**src/rtl/serial_subtractor.sv**
```systemverilog
// Bit-serial two's-complement subtractor: diff = a - b, one full-subtractor step
// per clock, LSB first, with a start/busy/done handshake.
module serial_subtractor #(
  parameter int WIDTH = 16
) (
  input  logic             clk,
  input  logic             rst,
  input  logic             start,
  input  logic [WIDTH-1:0] a,
  input  logic [WIDTH-1:0] b,
  output logic             busy,
  output logic             done,
  output logic [WIDTH-1:0] diff,
  output logic             borrow,
  output logic             overflow
);

  localparam int CNT_W = $clog2(WIDTH);
  localparam logic [CNT_W-1:0] LAST = CNT_W'(WIDTH - 1);

  typedef enum logic [1:0] {IDLE, RUN, DONE} state_t;

  state_t           state_q, state_d;
  logic [CNT_W-1:0] cnt_q, cnt_d;
  logic             br_q, br_d;
  logic [WIDTH-1:0] sa_q, sa_d, sb_q, sb_d, sr_q, sr_d;
  logic [WIDTH-1:0] diff_q, diff_d;
  logic             borrow_q, borrow_d;
  logic             ovf_q, ovf_d;
  logic             bit_d, bit_br;

  always_comb begin
    bit_d    = sa_q[0] ^ sb_q[0] ^ br_q;
    bit_br   = (~sa_q[0] & sb_q[0]) | (~(sa_q[0] ^ sb_q[0]) & br_q);
    state_d  = state_q;
    cnt_d    = cnt_q;
    br_d     = br_q;
    sa_d     = sa_q;
    sb_d     = sb_q;
    sr_d     = sr_q;
    diff_d   = diff_q;
    borrow_d = borrow_q;
    ovf_d    = ovf_q;
    case (state_q)
      IDLE, DONE: begin
        state_d = IDLE;
        if (start) begin
          state_d = RUN;
          sa_d    = a;
          sb_d    = b;
          br_d    = 1'b0;
          cnt_d   = '0;
        end
      end
      RUN: begin
        sr_d  = {bit_d, sr_q[WIDTH-1:1]};
        sa_d  = {1'b0, sa_q[WIDTH-1:1]};
        sb_d  = {1'b0, sb_q[WIDTH-1:1]};
        br_d  = bit_br;
        cnt_d = cnt_q + 1'b1;
        if (cnt_q == LAST) begin
          state_d  = DONE;
          diff_d   = {bit_d, sr_q[WIDTH-1:1]};
          borrow_d = bit_br;
          // On the final step sa_q[0]/sb_q[0] are the operand sign bits.
          ovf_d    = (sa_q[0] ^ sb_q[0]) & (bit_d ^ sa_q[0]);
        end
      end
      default: state_d = IDLE;
    endcase
  end

  always_ff @(posedge clk) begin
    if (rst) begin
      state_q  <= IDLE;
      cnt_q    <= '0;
      br_q     <= 1'b0;
      diff_q   <= '0;
      borrow_q <= 1'b0;
      ovf_q    <= 1'b0;
    end else begin
      state_q  <= state_d;
      cnt_q    <= cnt_d;
      br_q     <= br_d;
      diff_q   <= diff_d;
      borrow_q <= borrow_d;
      ovf_q    <= ovf_d;
    end
  end

  // Operand/result shifters need no reset: they are always reloaded before use.
  always_ff @(posedge clk) begin
    sa_q <= sa_d;
    sb_q <= sb_d;
    sr_q <= sr_d;
  end

  assign busy     = (state_q == RUN);
  assign done     = (state_q == DONE);
  assign diff     = diff_q;
  assign borrow   = borrow_q;
  assign overflow = ovf_q;

endmodule

```
**config.mk**
```make
export PLATFORM = sky130hd
export DESIGN_NAME = serial_subtractor
export DESIGN_NICKNAME = d
export VERILOG_FILES = /design/src/rtl/serial_subtractor.sv
export SDC_FILE = /design/constraint.sdc
export NUM_CORES = 1
export LEC_CHECK = 0
export CELL_PAD_IN_SITES_DETAIL_PLACEMENT = 1
export CELL_PAD_IN_SITES_GLOBAL_PLACEMENT = 1
export CORE_AREA = 4 4 94 96
export DETAILED_ROUTE_END_ITERATION = 10
export DIE_AREA = 0 0 98 100
export PLACE_DENSITY = 0.87
export RECOVER_POWER = 100
export SETUP_SLACK_MARGIN = 0.1
export SLEW_MARGIN = 20
export SYNTH_ARGS = -nofsm -noshare
export SYNTH_HDL_FRONTEND = slang
export SYNTH_SLANG_ARGS = --single-unit
```
**constraint.sdc**
```tcl
create_clock -name clk -period 2.1 [get_ports clk]
set_clock_uncertainty 0.15 [all_clocks]
set_input_delay 0.525 -clock clk [delete_from_list [all_inputs] [get_ports clk]]
set_output_delay 0.525 -clock clk [all_outputs]
set_load 0.05 [all_outputs]
```
## Yosys cells after proc, flatten, opt, wreduce, memory -nomap -nowiden

Index checks and enable logic that the tools add are counted.

| storage, ports and cells | value |
|---|---|
| bits of input ports | 35 |
| flip-flop bits (word level) | 73 |
| output and inout port bits | 20 |
| word-level logic and storage cells | 40 |

| operators by class | value |
|---|---|
| $add $sub $neg | 1 |
| muxes and demuxes | 11 |
| bitwise operators | 9 |
| reduce and logical (&&, ||, !) cells | 5 |
| equal/unequal tests | 5 |

Operator list:

| operator | number |
|---|---|
| 16-bit case mux with 2 select lines | 2 |
| 16-bit two-way mux | 2 |
| 4-bit case mux with 2 select lines | 1 |
| 4-bit by 1-bit adder with 4-bit output (second input constant) | 1 |
| 4-bit equality test (second input constant) | 1 |
| 4-bit two-way mux | 1 |
| 2-bit case mux with 2 select lines | 1 |
| 2-bit AND reduction | 2 |
| 1-bit bitwise AND | 3 |
| 1-bit XOR | 3 |
| 2-bit by 1-bit equality test with 1-bit output (second input constant) | 1 |
| 2-bit equality test (second input constant) | 1 |
| 2-bit zero test | 1 |
| 1-bit two-way mux | 2 |
| 2-bit two-way mux | 1 |
| 2-bit by 1-bit != test with 1-bit output (second input constant) | 1 |
| 2-bit != test (second input constant) | 1 |
| 1-bit NOT | 2 |
| 1-bit case mux with 2 select lines | 1 |
| 2-bit nonzero test | 1 |
| 2-bit OR reduction | 1 |
| 1-bit OR | 1 |

## Logic depth before layout (Yosys ltp)

| logic depth | value |
|---|---|
| depth after elaboration | 5 |
| mapped depth | 6 |
| mapped depth without buffers | 4 |

## Worst setup path after synthesis

OpenSTA, ideal clock, no wires.

| timing path | value |
|---|---|
| path type | reg2out |
| start point | register state_q[1] |
| end point | output port busy |
| stages on the path, launching flop included | 4 |
| required time | 1.425 ns |
| path slack | -0.212 ns |
| data arrival time | 1.637 ns |
| cells stage by stage | dfxtp_1 > nand2b_2 > clkinv_1 > clkbuf_1 |

| between the ends | value |
|---|---|
| longest elaborated chain between the ends | 1 |

Ends and longest elaborated chain:

| element | RTL line | text |
|---|---|---|
| start: declaration | 23 | `state_t state_q, state_d;` |
| start signal: assignment | 82 | `state_q <= state_d;` |
| 2-bit by 1-bit equality test with 1-bit output | 98 | `assign busy = (state_q == RUN);` |
| end: declaration | 11 | `output logic busy,` |

No other way between the ends.

## Final worst setup path

Ends and elaborated chain as after synthesis.

==> flow_summary.json <==
{
  "status": "complete, no violations",
  "start_util_pct": 35.3,
  "firstDrtPassIters": 4,
  "port_buffers": 54,
  "drc_errors": 0,
  "synth_area_per_cell_um2": 10.5,
  "ir_drop_mv": 0.339,
  "antenna_left": 0,
  "cap_violations": 0,
  "grt_max_degree": 46,
  "num_rows": 33,
  "drt_wl_total_mm": 6.43,
  "chipHeight_um": 100,
  "fin_util_pct": 45.7,
  "pre_cts_slack_ns": 0.153,
  "synthAdderAreaFrac_pct": 1.58,
  "core_mm2": 0.00805,
  "muxShareOfSynthArea_pct": 0.396,
  "power_mw": 3.27,
  "ys.flop_type": "edfxtp_1",
  "routedWlPerCell_um": 14.6,
  "clock_tree.buffer_depth": 2,
  "diodes": 0,
  "dieArea_mm2": 0.00980,
  "hold_class": "flip-flop to flip-flop",
  "synth-xor-area-share_pct": 0.616,
  "drt-initial-drc-count": 52,
  "synth.distinct_cells": 29,
  "synth.area.top_cells": "edfxtp_1, dfxtp_1, nand2_1",
  "synth_seq_cells": 72,
  "ys_seq_area_share_pct": 67.2,
  "slew_viol_final": 0,
  "rsz0062_at_grt": "false",
  "placed_area_mm2": 0.00351,
  "timing.final.ws_setup_ns": 0.213,
  "ios": 55,
  "busiest_layer": "met2",
  "cts-htree-levels": 3,
  "syn_inst": 272,
  "cts.sinks": 72,
  "post-route-cell-area_mm2": 0.00368,
  "endpoint_kind": "output pin",
  "fillerInstances": 919,
  "crit_required_ns": 1.42,
  "ctsRootBufferMaster": "clkbuf_8",
  "cts_tree": "done",
  "final_layout_size_suffix_gt1_share_pct": 9.23,
  "critPathLaunchType": "flip-flop",
  "netlist_top_cells_count": "nand2_1, edfxtp_1, dfxtp_1",
  "slew_headroom_pct": 56.8,
  "yosysWarnings": 0,
  "path_class": "flip-flop to output pin",
  "grt_pass1_vias": 2258,
  "crit_fanout": 5,
  "use_met1_pct": 15.7,
  "yosysTopAreaCell": "edfxtp_1",
  "nNetsFinal": 369,
  "clkLatencyLatePin_ns": 0.34,
  "synthMostInstantiatedCell": "nand2_1",
  "async_reset_ff_share_pct": 0,
  "grt_util_met2_pct": 24.3,
  "grt_use_total_pct": 13.6,
  "min_period_ns": 1.89,
  "finalHoldViolations": 0,
  "syn_area_mm2": 0.00285,
  "die_w_um": 98,
  "gp_congestion": 0.740,
  "max_freq_mhz": 530,
  "p_leak_nw": 1.40,
  "power_density_mw_per_mm2": 888,
  "synth_edf_count": 47,
  "dr_total_vias": 2138,
  "finalSetupViolCount": 0,
  "hpwlAfterDp_mm": 4.56,
  "area_delta_synth_final_pct": 29.5,
  "use_met3_pct": 3.54,
  "fin_crit_sh_pct": 89.8,
  "crit_arrival_ns": 1.21,
  "clkSlewWorstSetupHoldPaths_ns": 0.07,
  "syn_nets": 310,
  "synthSimpleGateAreaFrac_pct": 19.2,
  "synth_top_family_by_area": "simple AND/OR/NAND/NOR gates",
  "netlist.area_leader.share_pct": 49.6,
  "grt-ovfl-total": 0,
  "routed_via_density": 4.85,
  "grt_pass1_wl_mm": 10.6,
  "synth_compound_area_share_pct": 7.78,
  "worst_pin_slew_ns": 0.648,
  "antenna_found_initial": 0,
  "tns_ns": 0,
  "cts_buffers": 9
}
[path summary, 6_finish.rpt]
path	cells after the start	end	startpoint	slack, ns
worst max-delay path	3	busy	state_q[1]$_SDFFE_PP0P_	0.21
worst min-delay path	0	sr_q[5]$_DFFE_PP_	sr_q[6]$_DFFE_PP_	0.32
worst max register to register	5	diff[11]$_SDFFE_PP0P_	state_q[1]$_SDFFE_PP0P_	0.26
worst min register to register	0	sr_q[5]$_DFFE_PP_	sr_q[6]$_DFFE_PP_	0.32
[cell type report]
class / instances / area, um2 / area share, %
inverters: 4 / 15.0 / 0.408
flip-flops and latches: 72 / 1910 / 51.9
clock buffers: 10 / 128 / 3.46
repair buffers: 66 / 539 / 14.6
multi-input cells: 178 / 850 / 23.1
clock inverters: 6 / 108 / 2.92
well taps: 105 / 131 / 3.57
[registers in the layout (all words and copies together), names as in the netlist, 2 cells and up]
name     flops
sr_q        15
sb_q        16
diff        16
state_q      2
sa_q        16
cnt_q        4
[kinds of logic after synthesis]
logic type	after synthesis
xor+xnor	2
buf+inv	22
fa+ha+maj	3
compound gates	43
flops	72
simple gates	129
mux	1
[where the power goes]
part / internal, mW / leakage, nW / switching [mW] / total [mW]
clock: 0.786 / 0.118 / 0.509 / 1.29
sequential: 1.64 / 0.663 / 0.0392 / 1.68
combinational: 0.130 / 0.622 / 0.168 / 0.297
[stage by stage]
step / instances / hold WS (ns)
finish: 441 / 0.316
global placement: 422 / 0.281
global route: 441 / 0.317
floorplan: 272 / 0.276
detailed placement: 422 / 0.290
CTS: 438 / 0.313
[cells in the final DEF, fill, tap and decap left out, drive strengths merged]
| cell type | netlist | layout |
|---|---|---|
| clkinv | 1 | 3 |
| clkbuf | 16 | 33 |
| and3 | 1 | 1 |
| clkdlybuf4s50 | 0 | 32 |
| and2b | 1 | 1 |
| nand2 | 96 | 96 |
| nand2b | 2 | 2 |
| fa | 1 | 1 |
| or3 | 1 | 1 |
| ha | 2 | 2 |
| o211ai | 1 | 1 |
| nand4b | 1 | 1 |
| a21oi | 24 | 24 |
| o21ai | 17 | 17 |
| inv | 3 | 4 |
| or2b | 1 | 1 |
| a311oi | 1 | 1 |
| buf | 2 | 9 |
| nand3 | 19 | 19 |
| dfxtp | 25 | 25 |
| or4 | 1 | 1 |
| nor3b | 1 | 1 |
| and2 | 2 | 2 |
| nor3 | 1 | 1 |
| xnor2 | 2 | 2 |
| nor2 | 2 | 2 |
| edfxtp | 47 | 47 |
| mux2 | 1 | 1 |
| bufinv | 0 | 3 |
| dlygate4sd3 | 0 | 2 |
[timing repair]
item,CTS,global route
setup buffers,0,3
gates cloned,0,0
resized for setup,2,0
hold buffers,0,0
hold endpoints to repair,0,0
setup endpoints to repair,1,1
[per-layer routing]
metal  vias up  wire, um
met5         -         0
met4         0        65
met3         8       324
met2        58      3270
met1      1031      2770
li1       1041         -
[critical path, stage by stage (launching register included)]
cell and delay [ns]:
dfxtp_1 0.40, nand2b_4 0.19, inv_1 0.12, buf_12 0.17
Power figures use the tool's default switching activity.
